## src/rtl/log2_pwl_interp_if.sv

```systemverilog
// Streaming sample interface for the log2 piecewise-linear evaluator.
// Carries the input handshake (i_valid/o_ready/i_x) and the output
// handshake (o_valid/i_ready/o_y).
//   master : the side that supplies samples and consumes results
//   slave  : the evaluator itself
interface log2_pwl_interp_if #(
  parameter int BW_X = 8,
  parameter int BW_W = 10
);
  logic            i_valid;
  logic            o_ready;
  logic [BW_X-1:0] i_x;
  logic            o_valid;
  logic            i_ready;
  logic [BW_W-1:0] o_y;

  modport master (
    output i_valid, i_x, i_ready,
    input  o_ready, o_valid, o_y
  );

  modport slave (
    input  i_valid, i_x, i_ready,
    output o_ready, o_valid, o_y
  );
endinterface

```

## src/rtl/log2_pwl_interp.sv

```systemverilog
// Piecewise-linear function evaluator on a log2-spaced knot grid
// (knots at x = 2^k, k = 0..BW_X), three-stage pipeline with
// valid/ready flow control and a runtime-programmable knot table.
//
// Ports:
//   clk          clock
//   rst_n        synchronous active-low reset (clears pipe and table)
//   bus          sample stream (slave side): i_valid/o_ready/i_x in,
//                o_valid/i_ready/o_y out
//   i_cfg_we     knot table write enable
//   i_cfg_addr   knot index; indices above BW_X are ignored
//   i_cfg_wdata  knot value
module log2_pwl_interp #(
  parameter int BW_X = 8,
  parameter int BW_W = 10,
  parameter int BW_A = 4
) (
  input  logic                   clk,
  input  logic                   rst_n,
  log2_pwl_interp_if.slave       bus,
  input  logic                   i_cfg_we,
  input  logic [BW_A-1:0]        i_cfg_addr,
  input  logic [BW_W-1:0]        i_cfg_wdata
);

  localparam int IW = $clog2(BW_X + 1);
  localparam int PW = BW_W + BW_X;
  localparam int SW = PW + 1;
  localparam logic [BW_A-1:0] ADDR_MAX = BW_A'(BW_X);

  logic [BW_W-1:0] tbl [0:BW_X];

  always_ff @(posedge clk) begin
    if (!rst_n) begin
      for (int j = 0; j <= BW_X; j++) tbl[j] <= '0;
    end else if (i_cfg_we && (i_cfg_addr <= ADDR_MAX)) begin
      tbl[IW'(i_cfg_addr)] <= i_cfg_wdata;
    end
  end

  // Flow control: a stage moves when it is empty or its successor moves.
  logic v1, v2, v3;
  logic adv1, adv2, adv3;

  assign adv3        = !v3 || bus.i_ready;
  assign adv2        = !v2 || adv3;
  assign adv1        = !v1 || adv2;
  assign bus.o_ready = adv1;
  assign bus.o_valid = v3;

  // Segment select. x == 0 falls out as k = 0, f = 0, which yields T[0]
  // through the regular datapath, so it needs no special case.
  logic [IW-1:0]   k_in;
  logic [BW_X-1:0] pow_in;
  logic [BW_X-1:0] f_in;

  always_comb begin
    k_in = '0;
    for (int i = 0; i < BW_X; i++) begin
      if (bus.i_x[i]) k_in = IW'(i);
    end
    pow_in = BW_X'(1) << k_in;
    f_in   = bus.i_x & ~pow_in;
  end

  // S1: segment index, fraction and the two knots bracketing it.
  // The table is read in the accept cycle, so a same-edge write is not seen.
  logic [IW-1:0]   k1;
  logic [BW_X-1:0] f1;
  logic [BW_W-1:0] tlo1, thi1;

  always_ff @(posedge clk) begin
    if (!rst_n) begin
      v1   <= 1'b0;
      k1   <= '0;
      f1   <= '0;
      tlo1 <= '0;
      thi1 <= '0;
    end else if (adv1) begin
      v1 <= bus.i_valid;
      if (bus.i_valid) begin
        k1   <= k_in;
        f1   <= f_in;
        tlo1 <= tbl[k_in];
        thi1 <= tbl[k_in + IW'(1)];
      end
    end
  end

  // S2: weighted knot products. 2^k - f never exceeds 2^(BW_X-1).
  logic [BW_X-1:0] w_lo;
  logic [IW-1:0]   k2;
  logic [PW-1:0]   plo2, phi2;

  assign w_lo = (BW_X'(1) << k1) - f1;

  always_ff @(posedge clk) begin
    if (!rst_n) begin
      v2   <= 1'b0;
      k2   <= '0;
      plo2 <= '0;
      phi2 <= '0;
    end else if (adv2) begin
      v2 <= v1;
      if (v1) begin
        k2   <= k1;
        plo2 <= PW'(tlo1) * PW'(w_lo);
        phi2 <= PW'(thi1) * PW'(f1);
      end
    end
  end

  // S3: round half up, renormalise by 2^k. The sum is a convex
  // combination of two BW_W-bit knots, so truncation loses nothing.
  logic [SW-1:0]   rnd;
  logic [SW-1:0]   sum;
  logic [BW_W-1:0] y_next;
  logic [BW_W-1:0] y3;

  always_comb begin
    rnd    = (k2 == '0) ? '0 : (SW'(1) << (k2 - IW'(1)));
    sum    = SW'(plo2) + SW'(phi2) + rnd;
    y_next = BW_W'(sum >> k2);
  end

  always_ff @(posedge clk) begin
    if (!rst_n) begin
      v3 <= 1'b0;
      y3 <= '0;
    end else if (adv3) begin
      v3 <= v2;
      if (v2) y3 <= y_next;
    end
  end

  assign bus.o_y = y3;

endmodule

```

## src/flat_wrapper.sv

```systemverilog
// flat-port wrapper written by rule: the top's interface ports become plain ports
module log2_pwl_interp_flat 
#(
  parameter int BW_X = 8,
  parameter int BW_W = 10,
  parameter int BW_A = 4
)
  (clk, rst_n, i_cfg_we, i_cfg_addr, i_cfg_wdata, bus_i_valid, bus_i_x, bus_i_ready, bus_o_ready, bus_o_valid, bus_o_y);
  log2_pwl_interp_if #(.BW_X(BW_X), .BW_W(BW_W)) bus_i ();
  input  logic clk;
  input  logic rst_n;
  input  logic i_cfg_we;
  input  logic [BW_A-1:0] i_cfg_addr;
  input  logic [BW_W-1:0] i_cfg_wdata;
  input wire logic [$bits(bus_i.i_valid)-1:0] bus_i_valid;
  input wire logic [$bits(bus_i.i_x)-1:0] bus_i_x;
  input wire logic [$bits(bus_i.i_ready)-1:0] bus_i_ready;
  output wire logic [$bits(bus_i.o_ready)-1:0] bus_o_ready;
  output wire logic [$bits(bus_i.o_valid)-1:0] bus_o_valid;
  output wire logic [$bits(bus_i.o_y)-1:0] bus_o_y;
  assign bus_i.i_valid = bus_i_valid;
  assign bus_i.i_x = bus_i_x;
  assign bus_i.i_ready = bus_i_ready;
  assign bus_o_ready = bus_i.o_ready;
  assign bus_o_valid = bus_i.o_valid;
  assign bus_o_y = bus_i.o_y;
  log2_pwl_interp #(.BW_X(BW_X), .BW_W(BW_W), .BW_A(BW_A)) u_core (.clk(clk), .rst_n(rst_n), .bus(bus_i), .i_cfg_we(i_cfg_we), .i_cfg_addr(i_cfg_addr), .i_cfg_wdata(i_cfg_wdata));
endmodule
```

## config.mk

```make
export PLATFORM = sky130hd
export DESIGN_NAME = log2_pwl_interp_flat
export DESIGN_NICKNAME = d
export VERILOG_FILES = /design/src/rtl/log2_pwl_interp_if.sv /design/src/rtl/log2_pwl_interp.sv /design/src/flat_wrapper.sv
export SDC_FILE = /design/constraint.sdc
export NUM_CORES = 1
export LEC_CHECK = 0
export ABC_AREA = 1
export ABC_CLOCK_PERIOD_IN_PS = 7800
export CAP_MARGIN = 25
export CORE_AREA = 4 4 180 182
export CTS_CLUSTER_SIZE = 12
export DETAILED_ROUTE_END_ITERATION = 10
export DIE_AREA = 0 0 184 186
export HOLD_SLACK_MARGIN = 0.05
export MAX_ROUTING_LAYER = met4
export PLACE_DENSITY = 0.83
export SLEW_MARGIN = 30
export SYNTH_ARGS = -nofsm -noshare
export SYNTH_HDL_FRONTEND = slang
export SYNTH_SLANG_ARGS = --single-unit
export TNS_END_PERCENT = 10
```

## constraint.sdc

```tcl
create_clock -name clk -period 7.8 [get_ports clk]
set_clock_uncertainty 0.2 [all_clocks]
set_input_delay 0.78 -clock clk [delete_from_list [all_inputs] [get_ports clk]]
set_output_delay 0.78 -clock clk [all_outputs]
set_load 0.005 [all_outputs]
```

# Yosys cells after proc, flatten, opt, wreduce, memory -nomap -nowiden
# Memory sizes are Yosys's and may differ from the RTL's. A register that Yosys moved wholly into a read port is not among the register bits.
# Cells that the tools add are included.
# op_classes
eq_ne	0
magnitude_cmp	1
mux	15
mul	2
n_reduce_logical	14
shifts	4
div	0
n_bitwise	2
n_addsub	5
# op_table
cell	count
10-bit by 8-bit multiplier with 18-bit output	2
18-bit by 18-bit adder with 19-bit output	1
19-bit adder	1
19-bit 2-to-1 mux	1
1-bit by 4-bit << shifter with 19-bit output, first input constant	1
19-bit by 4-bit >> shifter with 10-bit output	1
3-bit 2-to-1 mux	4
10-bit 2-to-1 mux	1
10-bit OR reduction	1
8-bit AND	1
8-bit NOT	1
1-bit by 3-bit << shifter with 8-bit output, first input constant	1
1-bit by 4-bit << shifter with 8-bit output, first input constant	1
8-bit subtractor	1
1-bit 2-to-1 mux	6
2-bit AND reduction	3
1-bit logical NOT	5
3-bit by 1-bit adder with 4-bit output, second input constant	1
4-bit <= comparator, second input constant	1
4-bit logical NOT	1
2-bit 2-to-1 mux	2
4-bit 2-to-1 mux	1
4-bit by 1-bit subtractor with 4-bit output, second input constant	1
1-bit logical OR	3
1-bit logical AND	1
# word_totals
n_memories	1
register_bits	65
mem_bits_rw	90
word_cells	53
romBits	0
latchBits	0
# mem_list
memory	depth	width	read_ports	rd_clocked_by_memory_dff	wr	line	text
u_core.tbl	9	10	2	2	9	log2_pwl_interp.sv:31	logic [BW_W-1:0] tbl [0:BW_X];

# Logic depth before layout (Yosys ltp)
# logic_depth
depth_word	10
depth_mapped	31

# Least setup slack after synthesis
# OpenSTA, ideal clock, no wires.
# synth_timing
path_type	flip-flop to flip-flop
startpoint	reg u_core.k1[0]
endpoint	reg u_core.plo2[12]
synth_period_minus_slack_ns	5.676
slack_ns	2.124
arrival_ns	5.361
stages_incl_launch_ff	30
path_buffers	0
path_cell_list	dfxtp_1 > inv_1 > nand3_1 > ha_1 > inv_1 > fa_1 > nand3_1 > nand3_1 > nand2_1 > nand2_1 > a21oi_1 > xor2_1 > inv_1 > nand2_1 > fa_1 > fa_1 > inv_1 > fa_1 > inv_1 > fa_1 > inv_1 > ha_1 > nand2_1 > inv_1 > a21oi_1 > o21ai_0 > a21oi_1 > xnor2_1 > o21ai_0 > inv_1
# synth_between
elab_chain_cells	3
# synth_rtl
element	line	text
from (decl)	log2_pwl_interp.sv:68	logic [IW-1:0] k1;
from (signal assigned)	log2_pwl_interp.sv:82	k1 <= k_in;
1-bit by 4-bit << shifter with 8-bit output	log2_pwl_interp.sv:95	assign w_lo = (BW_X'(1) << k1) - f1;
8-bit subtractor	log2_pwl_interp.sv:95	
10-bit by 8-bit multiplier with 18-bit output	log2_pwl_interp.sv:107	plo2 <= PW'(tlo1) * PW'(w_lo);
to (signal assigned)	log2_pwl_interp.sv:107	
to (decl)	log2_pwl_interp.sv:93	logic [PW-1:0] plo2, phi2;
# No other way between the ends.
# A chain may end at the register's enable or synchronous reset.

# Worst setup path in the final report
# layout_timing
startpoint	reg u_core.k1[2]
endpoint	reg u_core.plo2[12]
# Same word-level chain as after synthesis.

==> impl_metrics.json <==
{
  "outcome": "finished clean",
  "hold_depth": 2,
  "cts-htree-levels": 1,
  "p_per_area_mw_per_mm2": 197,
  "hold_path.class": "reg2reg",
  "cts_tree": "done",
  "ys_top_cells_by_area": "edfxtp_1 (26%), fa_1 (12%), nand2_1 (10%)",
  "synth_commonest_cells": "nand2_1 (495), inv_1 (450), nor2_1 (259), nand3_1 (250), edfxtp_1 (160)",
  "synthArstFlopShare": 0,
  "wl_microns": 46200,
  "fmax_ghz": 0.157,
  "r2r-start": "u_core.k1[2]",
  "drv_cap": 0,
  "p_leak_uw": 0.0101,
  "worst-path-buf-inv": 8,
  "fp.dieH_microns": 186,
  "area_growth_pct": 8.89,
  "slew_headroom": 0.377,
  "whs_ns": 0.264,
  "cp_common_cell": "inv_1",
  "critPathKind": "reg2reg",
  "power_uw": 3920,
  "fin_ws_ns": 1.42,
  "hpwl_microns": 33800,
  "core_area_sq_mm": 0.0306,
  "drtIter0Drc": 1248,
  "clkTransAtPathRegs_ns": 0.07,
  "cp_max_fo": 8,
  "vias": 15400,
  "insertion_delay_ns": 0.56,
  "yosys_warnings": 0,
  "critPathLaunchType": "flip-flop",
  "fin_crit_sh": 0.818,
  "rsz0062_at_grt": "false",
  "synth_top_area_cell": "edfxtp_1",
  "cts.sinks": 241,
  "start_util": 0.597,
  "whs_endpoint": "u_core.bus.o_y[5]",
  "ant_nets": 0,
  "grt_util_all_layers": 0.282,
  "synth_top_area_frac": 0.263,
  "max_stage_delay_ns": 0.59,
  "cts_buffer_depth": 3,
  "rrSetupSlack_ns": 1.42,
  "synth-seq-area-share": 0.352,
  "required_ns": 8.05,
  "worst_pin_slew_ns": 0.935,
  "slew_viol_final": 0,
  "antenna_found_initial": 0,
  "nNetsFinal": 2651,
  "cp_slowest_cell": "xor2_1",
  "grt_first_pass_wirelength_microns": 75800,
  "hold_viol": 0,
  "layout.cells.non_filler": 2827,
  "drt-wirelength-per-cell_microns": 16.3,
  "r2r_end": "u_core.plo2[12]",
  "setup_tns_ns": 0,
  "io_buffers": 38,
  "fin_crit_ns": 6.38,
  "hp-start": "u_core.bus.o_y[5]",
  "cts_setup_buffers": 0,
  "routed_via_density": 5.44,
  "yosysMostFrequentCell": "nand2_1",
  "synth_edf_count": 160,
  "die_w_microns": 184,
  "diodes": 0,
  "dominantRegCellSynth": "edfxtp_1",
  "syn_avg_cell_area_sq_um": 7.70,
  "pin_count": 39,
  "overflow": 0,
  "synth_cells": 2369,
  "ir_drop_v": 0.000216,
  "worstSetupEndpointType": "flip-flop",
  "die-area_sq_mm": 0.0342,
  "cts-resized-gates": 0,
  "row_count": 64,
  "placed_cells": 2778,
  "cp_top_family": "adder cells",
  "grt_max_degree": 62,
  "synth_area_sq_mm": 0.0183,
  "arrival_ns": 6.63,
  "grt_pass1_vias": 15800,
  "synth-seq-cells": 241,
  "dpl_worst_slack_ns": 1.44,
  "place_congestion": 0.906,
  "cts-root-buf": "clkbuf_16",
  "drive_gt1_frac": 0.0292,
  "drc": 0,
  "cts_buffers": 27,
  "first_pass_iters": 5,
  "setup_viol": 0,
  "ctsHoldBuffers": 0,
  "yosys.cell_types.count": 46,
  "reg2regPathDepth": 29
}
## worst reg2reg max path: cells and delay by family (launching register included)
family	cells	cell delay [ns]
compound gates	5	0.89
xor+xnor	2	0.67
fa+ha+maj	7	2.79
buf+inv	8	0.60
flops	1	0.44
simple gates	7	0.70
## worst max path at each step
| stage | start | endpoint | slack (ns) | depth (start not counted) |
|---|---|---|---|---|
| 4_1_cts | u_core.k1[2] | u_core.plo2[13] | 1.43 | 27 |
| 2_1_floorplan | u_core.k1[0] | u_core.plo2[12] | 2.12 | 29 |
| 3_3_place_gp | u_core.f1[0] | u_core.plo2[12] | 1.66 | 27 |
| 6_report | u_core.k1[2] | u_core.plo2[12] | 1.42 | 29 |
| 5_1_grt | u_core.k1[2] | u_core.plo2[12] | 0.82 | 29 |
| 3_5_place_dp | u_core.k1[2] | u_core.plo2[13] | 1.44 | 27 |
## layout by cell type, fill, tap and decap left out, types with 4 or more instances in the layout
master,synthesis,layout
nand3b_1,28,28
nand3_1,250,250
clkdlybuf4s50_1,0,37
a31oi_1,8,8
a211oi_1,10,10
a21oi_1,82,82
inv_2,5,5
edfxtp_1,160,160
and2_1,4,4
nor3_1,8,8
ha_1,107,107
nand2_1,495,495
o211ai_1,8,8
xnor2_1,13,13
dfxtp_1,81,81
fa_1,106,106
xor2_1,21,21
nor2_1,259,257
clkinv_1,14,14
o21ai_0,67,67
clkbuf_1,76,9
clkbuf_16,0,27
o21ai_1,35,35
inv_1,450,450
clkinv_2,0,5
buf_4,0,12
conb_1,1,73
o22ai_1,10,10
nand4_1,13,13
## state kept, by name, indices dropped and copies added (netlist names)
register and count:
u_core.v2 1, u_core.bus.o_y 10, u_core.phi2 17, u_core.f1 8, u_core.k1 3, u_core.tlo1 10, u_core.bus.o_valid 1, u_core.tbl 160
u_core.thi1 10, u_core.v1 1, u_core.plo2 17, u_core.k2 3
## final cells by class
| cell class | instances | area [sq um] |
|---|---|---|
| clock buffer | 39 | 742 |
| clock inverter | 10 | 125 |
| fill | 2653 | 10700 |
| inverter | 469 | 1760 |
| multi-input combinational | 1622 | 9860 |
| sequential | 241 | 6430 |
| tap | 396 | 495 |
| timing repair buffer | 50 | 465 |
## logic make-up (layout without fill, tap and decap cells)
family	Yosys count	in the layout	synth area share
simple gates	1064	1064	0.246
buf+inv	578	568	0.123
flops	241	241	0.352
compound gates	236	236	0.0715
fa+ha+maj	213	213	0.190
xor+xnor	34	34	0.0163
mux	2	2	0.00110
other cells	1	73	0.000205
## where the power goes
group	switching, uW	leakage, uW	internal (uW)	total (uW)
clock network	526	0.000430	732	1260
logic	736	0.00751	398	1130
registers	75.0	0.00221	1450	1530
## metrics by stage
stage,area (sq um),utilization
finish,19900,0.650
detailed placement,19000,0.621
floorplan,18500,-
CTS,19900,0.650
global route,19900,0.650
global placement,19000,0.621
## per-layer routing
metal  global-route usage  share of wire  vias up
met2                0.508           0.51      575
li1                     -              -     7470
met5                    -              0        -
met4                0.121          0.045        0
met3               0.0379          0.069      141
met1                0.313           0.37     7202
Note: power is estimated with default switching activity, not from simulation.
